`src/rtl/muldiv_pkg.sv`:
```
// Shared RV32M selection codes, FSM encoding and decode helpers
// for the EX-stage multiply/divide sequencer.
package muldiv_pkg;

    localparam logic [4:0] SEL_MUL    = 5'b00010;
    localparam logic [4:0] SEL_MULH   = 5'b00011;
    localparam logic [4:0] SEL_MULHSU = 5'b00110;
    localparam logic [4:0] SEL_MULHU  = 5'b01011;
    localparam logic [4:0] SEL_DIV    = 5'b01100;
    localparam logic [4:0] SEL_DIVU   = 5'b10000;
    localparam logic [4:0] SEL_REM    = 5'b10001;
    localparam logic [4:0] SEL_REMU   = 5'b10010;

    typedef enum logic [2:0] {
        S_IDLE,
        S_MUL,
        S_DIV,
        S_FIX,
        S_DONE
    } state_t;

    function automatic logic is_mul(input logic [4:0] s);
        return (s == SEL_MUL) || (s == SEL_MULH) ||
               (s == SEL_MULHSU) || (s == SEL_MULHU);
    endfunction

    function automatic logic is_div(input logic [4:0] s);
        return (s == SEL_DIV) || (s == SEL_DIVU) ||
               (s == SEL_REM) || (s == SEL_REMU);
    endfunction

    function automatic logic is_valid_sel(input logic [4:0] s);
        return is_mul(s) || is_div(s);
    endfunction

    function automatic logic is_signed_div(input logic [4:0] s);
        return (s == SEL_DIV) || (s == SEL_REM);
    endfunction

    function automatic logic is_rem(input logic [4:0] s);
        return (s == SEL_REM) || (s == SEL_REMU);
    endfunction

endpackage

```
`src/rtl/div_radix2_core.sv`:
```
// Restoring radix-2 divider datapath on unsigned magnitudes:
// one quotient bit per step, sequenced by the muldiv FSM.
module div_radix2_core #(
    parameter int XLEN = 32
) (
    input  logic            clk,
    input  logic            rst_n,
    input  logic            load,
    input  logic            step,
    input  logic [XLEN-1:0] dividend,
    input  logic [XLEN-1:0] divisor,
    output logic [XLEN-1:0] quotient,
    output logic [XLEN-1:0] remainder
);

    logic [XLEN-1:0] rem_q, rem_d;
    logic [XLEN-1:0] quo_q, quo_d;
    logic [XLEN-1:0] dvs_q, dvs_d;
    logic [XLEN:0]   rem_sh;
    logic [XLEN:0]   diff;

    always_comb begin
        rem_d  = rem_q;
        quo_d  = quo_q;
        dvs_d  = dvs_q;
        rem_sh = {rem_q, quo_q[XLEN-1]};
        diff   = rem_sh - {1'b0, dvs_q};
        if (load) begin
            rem_d = '0;
            quo_d = dividend;
            dvs_d = divisor;
        end else if (step) begin
            // Borrow out of the trial subtract means the bit is 0: restore.
            if (!diff[XLEN]) begin
                rem_d = diff[XLEN-1:0];
                quo_d = {quo_q[XLEN-2:0], 1'b1};
            end else begin
                rem_d = rem_sh[XLEN-1:0];
                quo_d = {quo_q[XLEN-2:0], 1'b0};
            end
        end
    end

    always_ff @(posedge clk or negedge rst_n) begin
        if (!rst_n) begin
            rem_q <= '0;
            quo_q <= '0;
            dvs_q <= '0;
        end else begin
            rem_q <= rem_d;
            quo_q <= quo_d;
            dvs_q <= dvs_d;
        end
    end

    assign quotient  = quo_q;
    assign remainder = rem_q;

endmodule

```
`src/rtl/muldiv_sequencer.sv`:
```
// RV32M multi-cycle sequencer: 1-cycle multiply, radix-2 divide.
// Optional last-divide result cache: MULDIV_RESULT_CACHE_EN.
module muldiv_sequencer
    import muldiv_pkg::*;
#(
    parameter int XLEN = 32
) (
    input  logic            clk,
    input  logic            rst_n,
    input  logic            start,
    input  logic            flush,
    input  logic [4:0]      alu_sel,
    input  logic [XLEN-1:0] op_a,
    input  logic [XLEN-1:0] op_b,
    output logic [XLEN-1:0] result,
    output logic            done,
    output logic            busy,
    output logic            stall
);

    localparam int CNT_W = $clog2(XLEN) + 1;
    localparam logic [XLEN-1:0] MIN_NEG = {1'b1, {(XLEN-1){1'b0}}};

    state_t            state_q, state_d;
    logic [4:0]        sel_q, sel_d;
    logic [XLEN-1:0]   a_q, a_d;
    logic [XLEN-1:0]   b_q, b_d;
    logic [XLEN-1:0]   result_q, result_d;
    logic [CNT_W-1:0]  cnt_q, cnt_d;
    logic              qneg_q, qneg_d;
    logic              rneg_q, rneg_d;

    logic              accept;
    logic              in_sgn;
    logic              a_neg, b_neg;
    logic [XLEN-1:0]   a_mag, b_mag;
    logic              div_zero, div_ovf;
    logic              div_load, div_step;
    logic [XLEN-1:0]   core_quo, core_rem;
    logic [XLEN-1:0]   fix_quo, fix_rem;
    logic              cache_hit;
    logic [XLEN-1:0]   cache_res;

    logic              ma_sgn, mb_sgn;
    logic [2*XLEN-1:0] ma, mb, prod;

    assign accept = (state_q == S_IDLE) && start &&
                    is_valid_sel(alu_sel) && !flush;

    assign in_sgn   = is_signed_div(alu_sel);
    assign a_neg    = in_sgn & op_a[XLEN-1];
    assign b_neg    = in_sgn & op_b[XLEN-1];
    assign a_mag    = a_neg ? -op_a : op_a;
    assign b_mag    = b_neg ? -op_b : op_b;
    assign div_zero = (op_b == '0);
    assign div_ovf  = in_sgn && (op_a == MIN_NEG) && (op_b == '1);

    // Full-width product of the extended operands; low 2*XLEN bits suffice.
    assign ma_sgn = (sel_q == SEL_MULH) || (sel_q == SEL_MULHSU);
    assign mb_sgn = (sel_q == SEL_MULH);
    assign ma     = {{XLEN{ma_sgn & a_q[XLEN-1]}}, a_q};
    assign mb     = {{XLEN{mb_sgn & b_q[XLEN-1]}}, b_q};
    assign prod   = ma * mb;

    assign fix_quo = qneg_q ? -core_quo : core_quo;
    assign fix_rem = rneg_q ? -core_rem : core_rem;

    div_radix2_core #(
        .XLEN (XLEN)
    ) u_div (
        .clk       (clk),
        .rst_n     (rst_n),
        .load      (div_load),
        .step      (div_step),
        .dividend  (a_mag),
        .divisor   (b_mag),
        .quotient  (core_quo),
        .remainder (core_rem)
    );

`ifdef MULDIV_RESULT_CACHE_EN
    logic            cv_q, cv_d;
    logic            cs_q, cs_d;
    logic [XLEN-1:0] ca_q, ca_d;
    logic [XLEN-1:0] cb_q, cb_d;
    logic [XLEN-1:0] cquo_q, cquo_d;
    logic [XLEN-1:0] crem_q, crem_d;

    assign cache_hit = cv_q && (ca_q == op_a) &&
                       (cb_q == op_b) && (cs_q == in_sgn);
    assign cache_res = is_rem(alu_sel) ? crem_q : cquo_q;

    always_comb begin
        cv_d   = cv_q;
        cs_d   = cs_q;
        ca_d   = ca_q;
        cb_d   = cb_q;
        cquo_d = cquo_q;
        crem_d = crem_q;
        if (flush) begin
            if ((state_q == S_DIV) || (state_q == S_FIX)) begin
                cv_d = 1'b0;
            end
        end else if (state_q == S_FIX) begin
            cv_d   = 1'b1;
            cs_d   = is_signed_div(sel_q);
            ca_d   = a_q;
            cb_d   = b_q;
            cquo_d = fix_quo;
            crem_d = fix_rem;
        end
    end

    always_ff @(posedge clk or negedge rst_n) begin
        if (!rst_n) begin
            cv_q   <= 1'b0;
            cs_q   <= 1'b0;
            ca_q   <= '0;
            cb_q   <= '0;
            cquo_q <= '0;
            crem_q <= '0;
        end else begin
            cv_q   <= cv_d;
            cs_q   <= cs_d;
            ca_q   <= ca_d;
            cb_q   <= cb_d;
            cquo_q <= cquo_d;
            crem_q <= crem_d;
        end
    end
`else
    assign cache_hit = 1'b0;
    assign cache_res = '0;
`endif

    always_comb begin
        state_d  = state_q;
        sel_d    = sel_q;
        a_d      = a_q;
        b_d      = b_q;
        result_d = result_q;
        cnt_d    = cnt_q;
        qneg_d   = qneg_q;
        rneg_d   = rneg_q;
        div_load = 1'b0;
        div_step = 1'b0;
        unique case (state_q)
            S_IDLE: begin
                if (accept) begin
                    sel_d = alu_sel;
                    a_d   = op_a;
                    b_d   = op_b;
                    if (is_mul(alu_sel)) begin
                        state_d = S_MUL;
                    end else if (div_zero) begin
                        result_d = is_rem(alu_sel) ? op_a : '1;
                        state_d  = S_DONE;
                    end else if (div_ovf) begin
                        result_d = is_rem(alu_sel) ? '0 : MIN_NEG;
                        state_d  = S_DONE;
                    end else if (cache_hit) begin
                        result_d = cache_res;
                        state_d  = S_DONE;
                    end else begin
                        div_load = 1'b1;
                        cnt_d    = '0;
                        qneg_d   = a_neg ^ b_neg;
                        rneg_d   = a_neg;
                        state_d  = S_DIV;
                    end
                end
            end
            S_MUL: begin
                result_d = (sel_q == SEL_MUL) ? prod[XLEN-1:0]
                                              : prod[2*XLEN-1:XLEN];
                state_d  = S_DONE;
            end
            S_DIV: begin
                div_step = 1'b1;
                cnt_d    = cnt_q + CNT_W'(1);
                if (cnt_q == CNT_W'(XLEN-1)) begin
                    state_d = S_FIX;
                end
            end
            S_FIX: begin
                result_d = is_rem(sel_q) ? fix_rem : fix_quo;
                state_d  = S_DONE;
            end
            S_DONE: begin
                state_d = S_IDLE;
            end
            default: begin
                state_d = S_IDLE;
            end
        endcase
        // Abort leaves the last delivered result visible.
        if (flush) begin
            state_d  = S_IDLE;
            result_d = result_q;
            div_load = 1'b0;
            div_step = 1'b0;
        end
    end

    always_ff @(posedge clk or negedge rst_n) begin
        if (!rst_n) begin
            state_q  <= S_IDLE;
            sel_q    <= '0;
            a_q      <= '0;
            b_q      <= '0;
            result_q <= '0;
            cnt_q    <= '0;
            qneg_q   <= 1'b0;
            rneg_q   <= 1'b0;
        end else begin
            state_q  <= state_d;
            sel_q    <= sel_d;
            a_q      <= a_d;
            b_q      <= b_d;
            result_q <= result_d;
            cnt_q    <= cnt_d;
            qneg_q   <= qneg_d;
            rneg_q   <= rneg_d;
        end
    end

    assign result = result_q;
    assign done   = (state_q == S_DONE);
    assign busy   = (state_q != S_IDLE);
    assign stall  = rst_n &&
                    (((state_q == S_IDLE) && start && is_valid_sel(alu_sel)) ||
                     ((state_q != S_IDLE) && (state_q != S_DONE)));

endmodule
```
`config.mk`:
```
export PLATFORM = sky130hd
export DESIGN_NAME = muldiv_sequencer
export DESIGN_NICKNAME = d
export VERILOG_FILES = /design/src/rtl/muldiv_pkg.sv /design/src/rtl/div_radix2_core.sv /design/src/rtl/muldiv_sequencer.sv
export SDC_FILE = /design/constraint.sdc
export NUM_CORES = 2
export LEC_CHECK = 0
export ABC_AREA = 0
export ABC_CLOCK_PERIOD_IN_PS = 13650
export BUFFER_PORTS_ARGS = -buffer_cell sky130_fd_sc_hd__buf_2
export CAP_MARGIN = 0
export CORE_MARGIN = 1
export CORE_UTILIZATION = 32
export DETAILED_ROUTE_END_ITERATION = 10
export HOLD_SLACK_MARGIN = 0.15
export PLACE_DENSITY = 0.57
export SYNTH_ARGS = -nofsm -noshare
export SYNTH_HDL_FRONTEND = slang
export SYNTH_SLANG_ARGS = --single-unit
```
`constraint.sdc`:
```
create_clock -name clk -period 13.65 [get_ports clk]
set_input_delay 4.095 -clock clk [delete_from_list [all_inputs] [get_ports clk]]
set_output_delay 4.095 -clock clk [all_outputs]
set_load 0.03 [all_outputs]
```
==> summary.md <==
| Metric | Value |
|---|---|
| DIE HEIGHT | `404.2 um` |
| Worst Slack Setup Final | `3708 ps` |
| Vias per inst | `4.992` |
| Sequential cell area fraction in the yosys report | `0.1006` |
| Final Skew | `43.32 ps` |
| Die Area | `163400 um^2` |
| Mapped Nets | `7266` |
| Final Slew Violations | `0` |
| Fin crit share | `0.7284` |
| Area leader, netlist | `fa_1` |
| Starting density of the core | `0.3223` |
| Worst-Skew Late Latency | `570 ps` |
| Largest net degree at the start of global routing | `97` |
| # Max-Cap Violations | `0` |
| Fraction of layout cells with a size suffix above 1 | `0.06121` |
| Finished Core Util | `0.3441` |
| Worst-path clk slew | `70 ps` |
| Max Buffers Root-to-Sink | `3` |
| Crit path buf inv count | `8` |
| # clock sinks | `208` |
| Final-report hold violation count | `0` |
| Antenna Nets Post-Route | `0` |
| Setup crit end kind | `flop` |
| H-Tree Depth | `1` |
| CTS tree | `yes` |
| Critical path type | `reg2reg` |
| Per-cell routed wire length | `19.18 um` |
| Vias | `39365` |
| FFs w/ async S/R, synth | `1.000` |
| Setup TNS | `0 ps` |
| DP Wirelength | `123200 um` |
| Actual slew at the worst max-slew pin | `1101 ps` |
| Max frequency | `0.1006 GHz` |
| RSZ-0062 raised after global routing | `no` |
| Residual DRC | `0` |
| Synth warn | `0` |
| Most frequent CP cell | `fa_1` |
| Most frequent cells in the layout | `1233 x inv_1, 1126 x fa_1, 944 x nand2_1` |
| Total track usage | `0.1907` |
| WL final | `151200 um` |
| Flops & latches, synth | `208` |
| Ys flop type | `dfrtp_1` |
| Vias in the first global route | `42357` |
| Slowest CP cell | `fa_1` |
| Max stage delay on crit path | `790 ps` |
| CTS buffer count | `24` |
| Row cnt | `147` |
| CP startpoint kind | `flop` |
| Status | `completed` |
| Final setup viols | `0` |
| PortBufs | `107` |
| Placed cells | `7834` |
| Post-synthesis instance area | `51760 um^2` |
| Final Critical Period | `9942 ps` |
| Area growth syn-to-layout | `6.766%` |
| Worst Path Max Fanout | `31` |
| CTS Hold Bufs | `0` |
| Most common cell after layout, fill and taps aside | `inv_1` |
| Post-synthesis cell type count | `79` |
| CP top delay family | `adder cells` |
| Share of the synthesized area in the top cell type | `0.4355` |
| Worst Hold Class | `reg2reg` |
| Internal reg-to-reg setup slack | `3710 ps` |
| Critical path required time | `14140 ps` |
| Initial DRC count | `2690` |
| Initial antenna violation count | `12` |
| Mean Syn Cell Area | `8.898 um^2` |
| Core box area | `160600 um^2` |
| Root buf cell | `clkbuf_16` |
| Cell Count, Final, Fillers Out | `7885` |
| Syn Inst Count | `5817` |
| First-pass DRT Iterations | `5` |
| Setup WS pre-CTS | `3732 ps` |
| Die Wd | `404.2 um` |
| Post-synth EDFFs | `0` |
| Critical path arrival | `10440 ps` |
| Setup bufs post-CTS | `0` |
| First-pass GRT wire length | `245400 um` |
| IO Count | `108` |
| Post-CTS sizing | `0` |
| Final #Nets | `7149` |
| Synth area leaders | `fa_1 44%, dfrtp_1 10%, inv_1 8.9%` |
| Grt ovf | `0` |
| Max_slew headroom | `0.2660` |
| Gpl congestion | `0.9310` |
==> metrics by stage <==
| step | cell area, um^2 | hold slack, ps |
|---|---|---|
| after floorplan | 51760 | 449.8 |
| after global placement | 54390 | 467.5 |
| after detailed placement | 54390 | 474.8 |
| after CTS | 55240 | 488.9 |
| after global routing | 55250 | 518.5 |
| final | 55260 | 487.2 |
==> logic make-up after synthesis <==
family                     count (synthesis)  synth area share
and+or+nand+nor                         1727            0.1546
muxes                                     95           0.01992
AOI/OAI and AO/OA                        641           0.07973
buffers and inverters                   1557            0.1131
DFF                                      208            0.1006
xor gates and xnor gates                 213           0.03604
adders and majority gates               1376            0.4960
==> synth_stat cells (15+ instances only) <==
library cell  instances
inv_1              1233
fa_1               1126
nand2_1             945
and2_1              318
clkbuf_1            306
ha_1                250
dfrtp_1             208
o21ai_0             208
nor2_1              179
a21oi_1             138
xnor2_1             113
xor2_1              100
nand3_1              67
mux2_2               64
a21o_1               41
o31ai_1              39
nor3_1               35
mux2i_1              31
nand4_1              29
a221o_1              27
o211ai_1             26
a31oi_1              22
or3_1                22
or4_1                19
o41ai_1              18
nand2b_1             17
nor2b_1              17
nor4_1               17
a211oi_1             16
or2_2                15
==> per-layer routing <==
metal	track usage	wire length, um	vias to the layer above
met5	0	46	-
met4	0.05084	4510	6
met3	0.02747	9916	227
met2	0.3192	72230	1254
met1	0.2570	64540	20487
li1	-	-	17391
==> registers in the layout, indices dropped and copies added, names as in the netlist <==
signal,count
a_q,32
b_q,32
cnt_q,6
qneg_q,1
result,32
rneg_q,1
sel_q,5
state_q,3
u_div.dvs_q,32
u_div.quotient,32
u_div.remainder,32
==> final timing paths <==
| check | from | to | depth (start not counted) |
|---|---|---|---|
| min in group asynchronous | rst_n | u_div.remainder[24]$_DFFE_PN0P_ | 1 |
| max in group asynchronous | rst_n | b_q[19]$_DFFE_PN0P_ | 2 |
| setup reg to reg | sel_q[0]$_DFFE_PN0P_ | result[29]$_DFFE_PN0P_ | 30 |
| hold / removal | u_div.dvs_q[14]$_DFFE_PN0P_ | u_div.dvs_q[14]$_DFFE_PN0P_ | 2 |
| hold reg to reg | u_div.dvs_q[14]$_DFFE_PN0P_ | u_div.dvs_q[14]$_DFFE_PN0P_ | 2 |
| setup / recovery | sel_q[0]$_DFFE_PN0P_ | result[29]$_DFFE_PN0P_ | 30 |
==> worst register-to-register path, delay by kind of cell, from the launching register on <==
| kind | cells | cell delay (ps) |
|---|---|---|
| simple gates | 8 | 1590 |
| compound gates | 5 | 1550 |
| fa+ha+maj | 9 | 4910 |
| flops | 1 | 450 |
| buf+inv | 8 | 1390 |
==> final cells by class <==
type / instances / area, um^2
flip-flops and latches: 208 / 5228
well taps: 2160 / 2703
repair buffers: 181 / 1101
inverters: 1233 / 4628
multi-input cells: 4052 / 40730
clock inverters: 14 / 200.2
clock buffers: 30 / 653.1
fillers: 16538 / 105300
diodes: 7 / 17.52
Power is not shown: default switching activity piles up to over one toggle a cycle in this logic, so the estimate is an artifact.
